--- config.mk ---
export PLATFORM = sky130hd
export DESIGN_NAME = serial_adder_ctrl
export DESIGN_NICKNAME = d
export VERILOG_FILES = /design/src/rtl/serial_adder_ctrl.sv
export SDC_FILE = /design/constraint.sdc
export NUM_CORES = 1
export LEC_CHECK = 0
export ABC_AREA = 1
export BUFFER_PORTS_ARGS = -buffer_cell sky130_fd_sc_hd__clkbuf_2
export CORE_ASPECT_RATIO = 0.6
export CORE_MARGIN = 3
export CORE_UTILIZATION = 40
export CTS_CLUSTER_DIAMETER = 40
export DETAILED_ROUTE_END_ITERATION = 16
export GPL_TIMING_DRIVEN = 0
export PLACE_DENSITY = 0.6
export SLEW_MARGIN = 10
export SYNTH_ARGS = -nofsm -noshare
export SYNTH_HDL_FRONTEND = slang
export SYNTH_SLANG_ARGS = --single-unit
--- constraint.sdc ---
create_clock -name clk -period 1.2 [get_ports clk]
set_input_delay 0.18 -clock clk [delete_from_list [all_inputs] [get_ports clk]]
set_output_delay 0.18 -clock clk [all_outputs]
set_load 0.02 [all_outputs]
--- src/rtl/serial_adder_ctrl.sv ---
// serial_adder_ctrl: bit-serial WIDTH-bit adder.
// A start pulse latches a, b and cin. One bit pair per clock (LSB first)
// then goes through a one-bit full-adder cell, with the carry held in a
// flop between cycles. sum/cout (and ovf when enabled) are registered at
// the completion edge and hold until the next completion.
//
// Build option:
//   SERIAL_ADDER_OVERFLOW_EN - adds output ovf, the two's-complement
//                              signed overflow of the last result.
//
// state | meaning
// ------+--------------------------------------------------------------
// IDLE  | waiting for start; result outputs hold the last value
// SHIFT | one bit per edge; counter counts 0..WIDTH-1
// DONE  | single-cycle done pulse; a new start is accepted here as well

module serial_adder_fa (
    input  logic a,
    input  logic b,
    input  logic c,
    output logic s,
    output logic co
);
    // One-bit full-adder cell.
    always_comb begin
        s  = a ^ b ^ c;
        co = (a & b) | (c & (a ^ b));
    end
endmodule

module serial_adder_ctrl #(
    parameter int WIDTH = 8
) (
    input  logic             clk,
    input  logic             rst_n,
    input  logic             start,
    input  logic [WIDTH-1:0] a,
    input  logic [WIDTH-1:0] b,
    input  logic             cin,
    output logic             busy,
    output logic             done,
    output logic [WIDTH-1:0] sum,
    output logic             cout
`ifdef SERIAL_ADDER_OVERFLOW_EN
    ,
    output logic             ovf
`endif
);

    localparam int CNT_W = (WIDTH > 1) ? $clog2(WIDTH) : 1;
    localparam logic [CNT_W-1:0] LAST_CNT = CNT_W'(WIDTH - 1);

    typedef enum logic [1:0] {
        IDLE  = 2'd0,
        SHIFT = 2'd1,
        DONE  = 2'd2
    } state_t;

    state_t           state_q;
    state_t           state_d;

    logic [WIDTH-1:0] a_sh_q;
    logic [WIDTH-1:0] b_sh_q;
    logic [WIDTH-1:0] acc_q;
    logic             carry_q;
    logic [CNT_W-1:0] cnt_q;

    logic [WIDTH-1:0] sum_q;
    logic             cout_q;

    logic             load;
    logic             step;
    logic             finish;
    logic             last_bit;

    logic             fa_sum;
    logic             fa_carry;
    logic [WIDTH-1:0] acc_next;

    serial_adder_fa u_fa (
        .a  (a_sh_q[0]),
        .b  (b_sh_q[0]),
        .c  (carry_q),
        .s  (fa_sum),
        .co (fa_carry)
    );

    // Sum bits enter from the MSB side so that after WIDTH steps the
    // first (LSB) bit has arrived at position 0.
    always_comb begin
        acc_next = {fa_sum, acc_q[WIDTH-1:1]};
        last_bit = (cnt_q == LAST_CNT);
    end

    // State register.
    always_ff @(posedge clk or negedge rst_n) begin
        if (!rst_n) begin
            state_q <= IDLE;
        end else begin
            state_q <= state_d;
        end
    end

    // Next-state and datapath control decode.
    always_comb begin
        state_d = state_q;
        load    = 1'b0;
        step    = 1'b0;
        finish  = 1'b0;
        unique case (state_q)
            IDLE: begin
                if (start) begin
                    load    = 1'b1;
                    state_d = SHIFT;
                end
            end
            SHIFT: begin
                // start is deliberately not looked at here: no restart,
                // no queueing.
                step = 1'b1;
                if (last_bit) begin
                    finish  = 1'b1;
                    state_d = DONE;
                end
            end
            DONE: begin
                if (start) begin
                    load    = 1'b1;
                    state_d = SHIFT;
                end else begin
                    state_d = IDLE;
                end
            end
            default: begin
                state_d = IDLE;
            end
        endcase
    end

    // Operand shift registers, carry flop, bit counter and accumulator.
    always_ff @(posedge clk or negedge rst_n) begin
        if (!rst_n) begin
            a_sh_q  <= '0;
            b_sh_q  <= '0;
            acc_q   <= '0;
            carry_q <= 1'b0;
            cnt_q   <= '0;
        end else if (load) begin
            a_sh_q  <= a;
            b_sh_q  <= b;
            acc_q   <= '0;
            carry_q <= cin;
            cnt_q   <= '0;
        end else if (step) begin
            a_sh_q  <= a_sh_q >> 1;
            b_sh_q  <= b_sh_q >> 1;
            acc_q   <= acc_next;
            carry_q <= fa_carry;
            cnt_q   <= cnt_q + CNT_W'(1);
        end
    end

    // Result registers; they change only at the completion edge, so
    // partial sums never reach the outputs.
    always_ff @(posedge clk or negedge rst_n) begin
        if (!rst_n) begin
            sum_q  <= '0;
            cout_q <= 1'b0;
        end else if (finish) begin
            sum_q  <= acc_next;
            cout_q <= fa_carry;
        end
    end

`ifdef SERIAL_ADDER_OVERFLOW_EN
    logic ovf_q;

    // On the final step carry_q is the carry into the MSB and fa_carry is
    // the carry out of it; their XOR is the signed overflow.
    always_ff @(posedge clk or negedge rst_n) begin
        if (!rst_n) begin
            ovf_q <= 1'b0;
        end else if (finish) begin
            ovf_q <= carry_q ^ fa_carry;
        end
    end

    assign ovf = ovf_q;
`endif

    // busy and done are decoded straight from the state register, so they
    // are glitch-free and reset to 0 together with the state.
    always_comb begin
        busy = (state_q == SHIFT);
        done = (state_q == DONE);
        sum  = sum_q;
        cout = cout_q;
    end

endmodule

==> flow_metrics.py, run 1 <==
metrics = {
    "run_status": {
        "status": "complete, but fails checks",
        "failed_checks": "setup timing",
    },
    "layout": {
        "antenna_cells_inserted": 0,
        "fin_area_um2": 2540,
        "syn_to_final_growth_pct": 43.1,
        "fin_nets": 275,
        "fin_util": 0.606,
        "n_fill_cell": 366,
        "layout-drive-gt1-share": 0.423,
    },
    "power": {
        "combPwrFrac": 0.533,
        "p_leak_uw": 0.00131,
        "pwr-share-clk": 0.133,
        "cellPowerDensity_nw_per_um2": 2710,
        "ir_worst_vdd_mv": 1.39,
        "seqPwrFrac": 0.334,
        "internal_power_uw": 4030,
        "p_switching_uw": 2850,
        "swShare": 0.414,
    },
    "placed_design": {
        "io_buffer_count": 30,
        "place.gp.congestion": 0.727,
        "hpwl_um": 2520,
        "dpl_worst_slack_ns": -0.0836,
        "place_area_um2": 2000,
    },
    "floorplan": {
        "rows": 18,
        "die_h_um": 57.6,
        "core_um2": 4190,
        "die_x_um": 92.0,
        "ioPinCount": 31,
        "die_area_um2": 5290,
        "start_util": 0.423,
    },
    "setup_path": {
        "r2r-start": "state_q[0]",
        "worstPathArrival_ns": 1.46,
        "worstPathMaxFanout": 8,
        "cp-end-kind": "flip-flop",
        "startpoint_type": "flip-flop",
        "cp_data_required_time_ns": 1.38,
        "startpoint": "state_q[0]",
        "crit_type": "flip-flop to flip-flop",
    },
    "clock_tree": {
        "cts.clk_slew.worst_paths_ns": 0.07,
        "cts_made_buffers": 5,
        "root_buffer": "clkbuf_8",
        "ctsHoldBuffers": 0,
        "cts_buffer_depth": 2,
        "clock-sinks": 38,
        "cts_max_level": 2,
        "cts_tree": "built",
        "clk-insertion-delay-late_ns": 0.30,
    },
    "timing": {
        "fin_crit_sh": 1.06,
        "slew_viol_final": 0,
        "skew_ns": 0.00597,
        "fmax_ghz": 0.784,
        "period_needed_ns": 1.28,
        "hold_viol_final": 0,
        "rsz0062_at_grt": "true",
        "slew_headroom": 0.367,
        "tightest_slew_ns": 0.949,
        "setup_ws_ns": -0.0761,
        "setup_viol": 27,
        "finalSetupTns_ns": -1.32,
    },
    "route": {
        "vias_per_cell": 4.69,
        "routed_wl_um": 4300,
        "vias": 1469,
        "drt_iter0_drc": 57,
        "remaining_drc_errors": 0,
        "ant_nets": 0,
        "wire_per_inst_um": 13.7,
        "dr.pass1.iters": 4,
    },
    "run": {
        "cap_violations": 0,
    },
    "yosys": {
        "syn_area_um2": 1770,
        "synth-main-ff-cell": "dfrtp_1",
        "yosys_warnings": 0,
        "synth_common_cells": "nand2_1 (89), nand3_1 (39), dfrtp_1 (38)",
        "mappedNetlistNets": 226,
        "synthTopCellsByArea": "dfrtp_1 (54%), nand2_1 (19%), nand3_1 (11%)",
        "ys_ff_latch": 38,
        "yosysTopAreaCell": "dfrtp_1",
        "ys_async_sr_fraction": 1.00,
        "synth_cell_types": 19,
        "yosysMostFrequentCell": "nand2_1",
        "synth_edf_count": 0,
        "synth_cells": 203,
        "synth.avg_cell_area_um2": 8.73,
        "yosysTopAreaCellShare": 0.536,
        "ys_seq_area_frac": 0.536,
    },
    "global_route": {
        "grt_max_degree": 39,
        "grt_overflow": 0,
        "antenna_found_initial": 0,
        "grt_pass1_wl_um": 6690,
        "groute.usage.overall": 0.169,
        "grt_pass1_vias": 1376,
    },
    "worst_hold_path": {
        "hold_path_class": "input port to async pin",
    },
}
## per-layer routing
metal / vias to the layer above / track usage / wire, µm
met3: 7 / 0.0553 / 224
li1: 743 / - / -
met4: 0 / 0.0825 / 66
met2: 34 / 0.225 / 1830
met5: - / 0 / 0
met1: 685 / 0.244 / 2180
## worst paths after layout
path,end,slack [ns],depth (start not counted)
max reg2reg,carry_q,-0.08,7
min reg2reg,sum[0],0.49,2
min in group clk,a_sh_q[7],0.08,3
max,carry_q,-0.08,7
min,sum[6],0.02,1
max in group asynchronous,cnt_q[1],0.59,1
## layout make-up
class | instances | area [µm²] | share of cell area
Sequential cell | 38 | 951 | 0.375
Multi-Input combinational cell | 145 | 905 | 0.357
Timing Repair Buffer | 43 | 353 | 0.139
Buffer | 8 | 114 | 0.0449
Clock buffer | 7 | 86.3 | 0.0340
Tap cell | 60 | 75.1 | 0.0296
Inverter | 11 | 48.8 | 0.0192
Clock inverter | 1 | 5.00 | 0.00197
## what timing repair did
action	4_1_cts	5_1_grt
pin swaps	5	12
setup buffers	9	3
gates cloned	1	3
setup endpoints to repair	11	39
gates resized for setup	21	48
## critical path, stage by stage (launching register included)
cell and delay (ns):
dfrtp_1 0.43, buf_6 0.16, buf_12 0.12, nand2_8 0.05, buf_12 0.15, buf_12 0.14
nand3_2 0.06, nand3_2 0.06
## cell families (layout without fill, tap and decap cells)
| logic type | Yosys count | in the layout | share of synthesized area |
|---|---|---|---|
| buffers and inverters | 21 | 70 | 0.0755 |
| adders and majority gates | 3 | 3 | 0.0254 |
| DFF | 38 | 38 | 0.536 |
| and+or+nand+nor | 137 | 138 | 0.351 |
| AOI/OAI and AO/OA | 4 | 4 | 0.0113 |
## layout by cell type, fill, tap and decap left out
| master | Yosys | layout |
|---|---|---|
| nor2_4 | 2 | 4 |
| nand2_1 | 89 | 77 |
| clkbuf_16 | 0 | 3 |
| o21ai_1 | 2 | 3 |
| buf_12 | 0 | 3 |
| clkinv_2 | 0 | 1 |
| nor2_2 | 0 | 1 |
| a21oi_2 | 0 | 1 |
| ha_2 | 0 | 1 |
| ha_4 | 0 | 1 |
| buf_8 | 2 | 6 |
| nand3_4 | 0 | 2 |
| clkbuf_1 | 0 | 1 |
| clkbuf_2 | 0 | 28 |
| inv_4 | 0 | 3 |
| fa_1 | 1 | 1 |
| nand2_2 | 0 | 12 |
| dfrtp_1 | 38 | 38 |
| clkbuf_8 | 0 | 6 |
| nor2_8 | 1 | 1 |
| nand3_2 | 1 | 20 |
| buf_4 | 4 | 6 |
| buf_6 | 2 | 5 |
| inv_1 | 9 | 8 |
| nand2_8 | 0 | 3 |
| nand3_1 | 39 | 18 |
## power by group through the flow
stage	sequential, µW	clock [µW]	combinational [µW]
after global routing	2370	1000	4030
after detailed placement	2240	0	2520
after floorplan	2330	0	1750
after global placement	2230	0	2480
after CTS	2220	926	3100
final	2300	914	3670
## sequential cells by signal, summed over array words and instances (netlist names)
register  flops
carry_q       1
sum           8
a_sh_q        8
acc_q         7
cout          1
b_sh_q        8
state_q       2
cnt_q         3
## through the flow
stage	hold WS (ns)	total power, µW	cells
finish	0.0208	6880	313
global route	0.0804	7400	313
CTS	0.0508	6250	311
detailed placement	0.369	4750	293
global placement	0.370	4720	293
floorplan	-0.116	4080	203
No activity file was read; power rests on OpenSTA's default activity.
==> run 2, diff against run 1 <==
Clock period 1.2 ns to 1.1 ns, I/O delays scaled along.
==> run 2 against run 1 <==
Critical path depth stayed put. Sequential share of layout area is 1.5 points lower. Critical path type unchanged. Non-clock buffer count is 7 higher. Clock-buffer cell count stayed put. The run still ends with setup timing left. Cell area is 4.2% higher. Setup slack worse by 0.090 ns. Highest routed layer unchanged. Power is 16% higher. Global-route usage is 0.27 points higher. Die area stayed put. Hold slack worse by 0.0078 ns. Largest cell class is now multi-input gates. Clock power is 26% higher.
==> flow_metrics.py, run 2 (synthesis results as in run 1) <==
metrics = {
    "run": {
        "cap_violations": 0,
    },
    "global_route": {
        "antenna_found_initial": 0,
        "grt_pass1_vias": 1376,
        "groute.usage.overall": 0.171,
        "grt_overflow": 0,
        "grt_max_degree": 39,
        "grt_pass1_wl_um": 6930,
    },
    "run_status": {
        "status": "complete, but fails checks",
        "failed_checks": "setup timing",
    },
    "setup_path": {
        "worstPathArrival_ns": 1.45,
        "startpoint_type": "flip-flop",
        "crit_type": "flip-flop to flip-flop",
        "worstPathMaxFanout": 7,
        "cp-end-kind": "flip-flop",
        "cp_data_required_time_ns": 1.28,
    },
    "route": {
        "vias_per_cell": 4.86,
        "routed_wl_um": 4650,
        "wire_per_inst_um": 14.5,
        "ant_nets": 0,
        "drt_iter0_drc": 64,
        "remaining_drc_errors": 0,
        "dr.pass1.iters": 4,
        "vias": 1555,
    },
    "power": {
        "pwr-share-clk": 0.144,
        "internal_power_uw": 4760,
        "combPwrFrac": 0.543,
        "p_leak_uw": 0.00141,
        "p_switching_uw": 3240,
        "ir_worst_vdd_mv": 1.19,
        "cellPowerDensity_nw_per_um2": 3020,
        "swShare": 0.405,
        "seqPwrFrac": 0.313,
    },
    "clock_tree": {
        "cts_max_level": 2,
        "cts_buffer_depth": 2,
        "clk-insertion-delay-late_ns": 0.29,
        "cts_tree": "built",
        "cts_made_buffers": 5,
        "ctsHoldBuffers": 0,
        "root_buffer": "clkbuf_8",
        "cts.clk_slew.worst_paths_ns": 0.07,
        "clock-sinks": 38,
    },
    "floorplan": {
        "die_area_um2": 5290,
        "core_um2": 4190,
        "rows": 18,
        "die_h_um": 57.6,
        "die_x_um": 92.0,
        "ioPinCount": 31,
        "start_util": 0.423,
    },
    "timing": {
        "fmax_ghz": 0.790,
        "slew_headroom": 0.369,
        "slew_viol_final": 0,
        "fin_hold_ws_ns": 0.0130,
        "setup_viol": 40,
        "fin_crit_sh": 1.15,
        "tightest_slew_ns": 0.946,
        "rsz0062_at_grt": "true",
        "period_needed_ns": 1.27,
        "setup_ws_ns": -0.166,
        "hold_viol_final": 0,
        "skew_ns": 0.00574,
    },
    "placed_design": {
        "io_buffer_count": 30,
        "place.gp.congestion": 0.704,
        "dpl_worst_slack_ns": -0.0829,
        "hpwl_um": 2550,
    },
    "layout": {
        "layout_commonest_cell": "nand2_1",
        "antenna_cells_inserted": 0,
        "fin_nets": 282,
        "final_cell_mix": "nand2_1 (69), dfrtp_1 (38), clkbuf_2 (28), nand3_2 (24), nand3_1 (14)",
        "syn_to_final_growth_pct": 49.2,
        "layout-drive-gt1-share": 0.488,
    },
    "worst_hold_path": {
        "hold_path_class": "input port to async pin",
    },
}
run 2: changes by cell type in the layout (fill, tap and decap cells not counted), sizes merged:
cell,before,now
clkinv,1,0
clkbuf,38,37
bufinv,0,1
buf,20,28
run 2: area by class of cell:
cell class | instances | area, µm²
inverters | 11 | 46.3
clock buffers | 7 | 76.3
well taps | 60 | 75.1
repair buffers | 49 | 380
plain buffers | 9 | 119
clock inverters | 1 | 30.0
fillers | 365 | 1540
flip-flops and latches | 38 | 951
multi-input cells | 145 | 967
run 2: final timing paths:
| kind | startpoint | end | slack (ns) | depth (start not counted) |
|---|---|---|---|---|
| max | state_q[0] | carry_q | -0.17 | 7 |
| min | rst_n | sum[6] | 0.01 | 1 |
| max reg2reg | state_q[0] | carry_q | -0.17 | 7 |
| min reg2reg | sum[0] | sum[0] | 0.48 | 2 |
| max in group asynchronous | rst_n | a_sh_q[6] | 0.50 | 1 |
| min in group clk | a[7] | a_sh_q[7] | 0.08 | 3 |
run 2: power groups by stage:
stage / Combinational (µW) / Clock (µW) / Sequential [µW]
after global placement: 2740 / 0 / 2450
final: 4350 / 1150 / 2500
after CTS: 3710 / 1170 / 2430
after global routing: 4760 / 1240 / 2590
after floorplan: 1940 / 0 / 2560
after detailed placement: 2770 / 0 / 2450
run 2: metal layers:
| metal | share of wire | track usage | up-vias |
|---|---|---|---|
| met3 | 0.053 | 0.0501 | 8 |
| met5 | 0 | 0 | - |
| met2 | 0.45 | 0.235 | 49 |
| met1 | 0.48 | 0.263 | 740 |
| met4 | 0.013 | 0.0444 | 0 |
| li1 | - | - | 758 |
run 2: repair_timing:
action | CTS | global route
buffers inserted | 13 | 3
gates resized for setup | 43 | 46
pin swaps | 8 | 27
setup endpoints to repair | 38 | 40
gates cloned | 3 | 1
run 2: worst max-delay path, cell delays in order (launching register included):
cell and delay [ns]:
dfrtp_1 0.42, buf_6 0.15, buf_6 0.11, nand2_4 0.06, buf_12 0.16, buf_12 0.14
nand3_2 0.07, nand3_2 0.07
run 2: stage by stage:
step           power [µW]  std cells  TNS [ns]  instance area, µm²   util
2_1_floorplan        4490        203         0                1790      -
3_3_place_gp         5180        293     -1.68                2010  0.481
3_5_place_dp         5220        293     -1.86                2010  0.481
4_1_cts              7310        317     -5.17                2410  0.576
5_1_grt              8590        320     -7.28                2650  0.631
6_report             8000        320     -4.90                2650  0.631
==> run 3, diff against run 2 <==
Settings changed: PLACE_DENSITY 0.6 to 0.7.
Clock period 1.1 ns to 1.5 ns, I/O delays scaled along.
==> run 3 against run 2 <==
The run now ends clean. Final cell count shrank 5.0%. Clock skew is essentially flat. Setup slack gained 0.25 ns. Via count shrank 7.9%. Highest routed layer unchanged.
==> flow_metrics.py, run 3 (synthesis results as in run 1) <==
metrics = {
    "run_status": {
        "status": "finished, final reports clean",
    },
    "clock_tree": {
        "cts_tree": "built",
        "cts_max_level": 2,
        "clk-insertion-delay-late_ns": 0.29,
        "ctsHoldBuffers": 0,
        "cts_made_buffers": 5,
        "root_buffer": "clkbuf_8",
        "cts_buffer_depth": 2,
        "cts.clk_slew.worst_paths_ns": 0.07,
        "clock-sinks": 38,
    },
    "setup_path": {
        "crit_type": "flip-flop to output port",
        "r2r-start": "state_q[0]",
        "cp-end-kind": "output port",
        "worstPathMaxFanout": 3,
        "worstPathArrival_ns": 1.19,
        "reg2reg_slack_ns": 0.15,
        "rr_endpoint": "acc_q[3]",
        "startpoint_type": "flip-flop",
        "worstRegToRegCells": 8,
        "cp_data_required_time_ns": 1.27,
    },
    "global_route": {
        "antenna_found_initial": 0,
        "grt_pass1_wl_um": 6140,
        "grt_max_degree": 39,
        "grt_overflow": 0,
        "grt_pass1_vias": 1238,
        "groute.usage.overall": 0.154,
    },
    "placed_design": {
        "hpwl_um": 2620,
        "place_area_um2": 2000,
        "place.gp.congestion": 0.793,
        "io_buffer_count": 30,
        "post-place-cells": 293,
    },
    "timing": {
        "setup_viol": 0,
        "rsz0062_at_grt": "false",
        "hold_viol_final": 0,
        "finalSetupTns_ns": 0,
        "skew_ns": 0.00539,
        "fin_crit_sh": 0.942,
        "fmax_ghz": 0.708,
        "slew_viol_final": 0,
        "slew_headroom": 0.385,
        "tightest_slew_ns": 0.923,
        "period_needed_ns": 1.41,
    },
    "layout": {
        "fin_cells": 304,
        "fin_area_um2": 2120,
        "n_fill_cell": 421,
        "multiInputGateArea_um2": 691,
        "syn_to_final_growth_pct": 19.8,
        "fin_util": 0.507,
        "ff_latch_area_um2": 951,
        "fin_nets": 266,
        "final_cell_mix": "nand2_1 (89), nand3_1 (39), dfrtp_1 (38), clkbuf_2 (28), inv_1 (9)",
        "layout-drive-gt1-share": 0.246,
        "layout_commonest_cell": "nand2_1",
        "antenna_cells_inserted": 0,
    },
    "floorplan": {
        "start_util": 0.423,
        "ioPinCount": 31,
        "die_x_um": 92.0,
        "die_area_um2": 5290,
        "die_h_um": 57.6,
        "core_um2": 4190,
        "rows": 18,
    },
    "worst_hold_path": {
        "hold_path_class": "input port to async pin",
    },
    "route": {
        "remaining_drc_errors": 0,
        "wire_per_inst_um": 12.0,
        "ant_nets": 0,
        "routed_wl_um": 3660,
        "drt_iter0_drc": 56,
        "vias": 1432,
        "dr.pass1.iters": 4,
        "vias_per_cell": 4.71,
    },
    "power": {
        "total_power_uw": 4570,
        "cellPowerDensity_nw_per_um2": 2150,
        "p_leak_uw": 0.00117,
        "ir_worst_vdd_mv": 0.781,
    },
    "run": {
        "cap_violations": 0,
    },
}
run 3: cell count changes in the layout (fill, tap and decap cells not counted), moves of 3 or more:
cell	change
nand2_4	-8
nand3_2	-23
nand3_1	+25
nand2_2	-12
o21ai_2	-3
buf_6	-7
buf_12	-4
nand2_1	+20
buf_4	-4
run 3: area by class of cell:
class,instances,area share
multi-input cells,144,0.325
clock inverters,1,0.00236
plain buffers,10,0.0454
well taps,60,0.0354
clock buffers,7,0.0407
flip-flops and latches,38,0.448
inverters,11,0.0194
repair buffers,33,0.0837
run 3: how the worst max path moves through the flow:
stage / startpoint / to / cells after the start
2_1_floorplan: cnt_q[0] / sum[7] / 6
3_3_place_gp: cnt_q[0] / sum[2] / 6
3_5_place_dp: cnt_q[0] / sum[0] / 6
4_1_cts: state_q[0] / done / 4
5_1_grt: state_q[0] / done / 4
6_report: state_q[0] / busy / 5
run 3: routing by layer:
metal / global-route usage / up-vias / part of all wire
li1: - / 724 / -
met1: 0.248 / 664 / 0.52
met4: 0.0571 / 0 / 0.010
met2: 0.183 / 39 / 0.40
met3: 0.0527 / 5 / 0.069
met5: 0 / - / 0
run 3: what timing repair did:
| action | in CTS | in global routing |
|---|---|---|
| endpoints found under the setup margin | 1 | 2 |
| gates cloned | 0 | 0 |
| setup buffers | 2 | 1 |
| gates resized for setup | 2 | 3 |
run 3: stage by stage:
stage	setup slack, ns	hold slack (ns)
global route	0.0216	0.124
finish	0.0873	0.0579
global placement	0.192	0.404
floorplan	0.291	-0.0706
CTS	0.0415	0.0940
detailed placement	0.187	0.408
run 3: power by group:
part / internal, µW / leakage (µW) / switching, µW
combinational: 851 / 0.000648 / 1230
clock: 371 / 0.0000482 / 340
sequential: 1500 / 0.000476 / 280
total: 2720 / 0.00117 / 1850
run 3: critical path: stages (launching register included):
cell	delay [ns]
dfrtp_1	0.38
buf_6	0.12
inv_2	0.09
nor2_4	0.04
buf_6	0.12
clkbuf_4	0.16
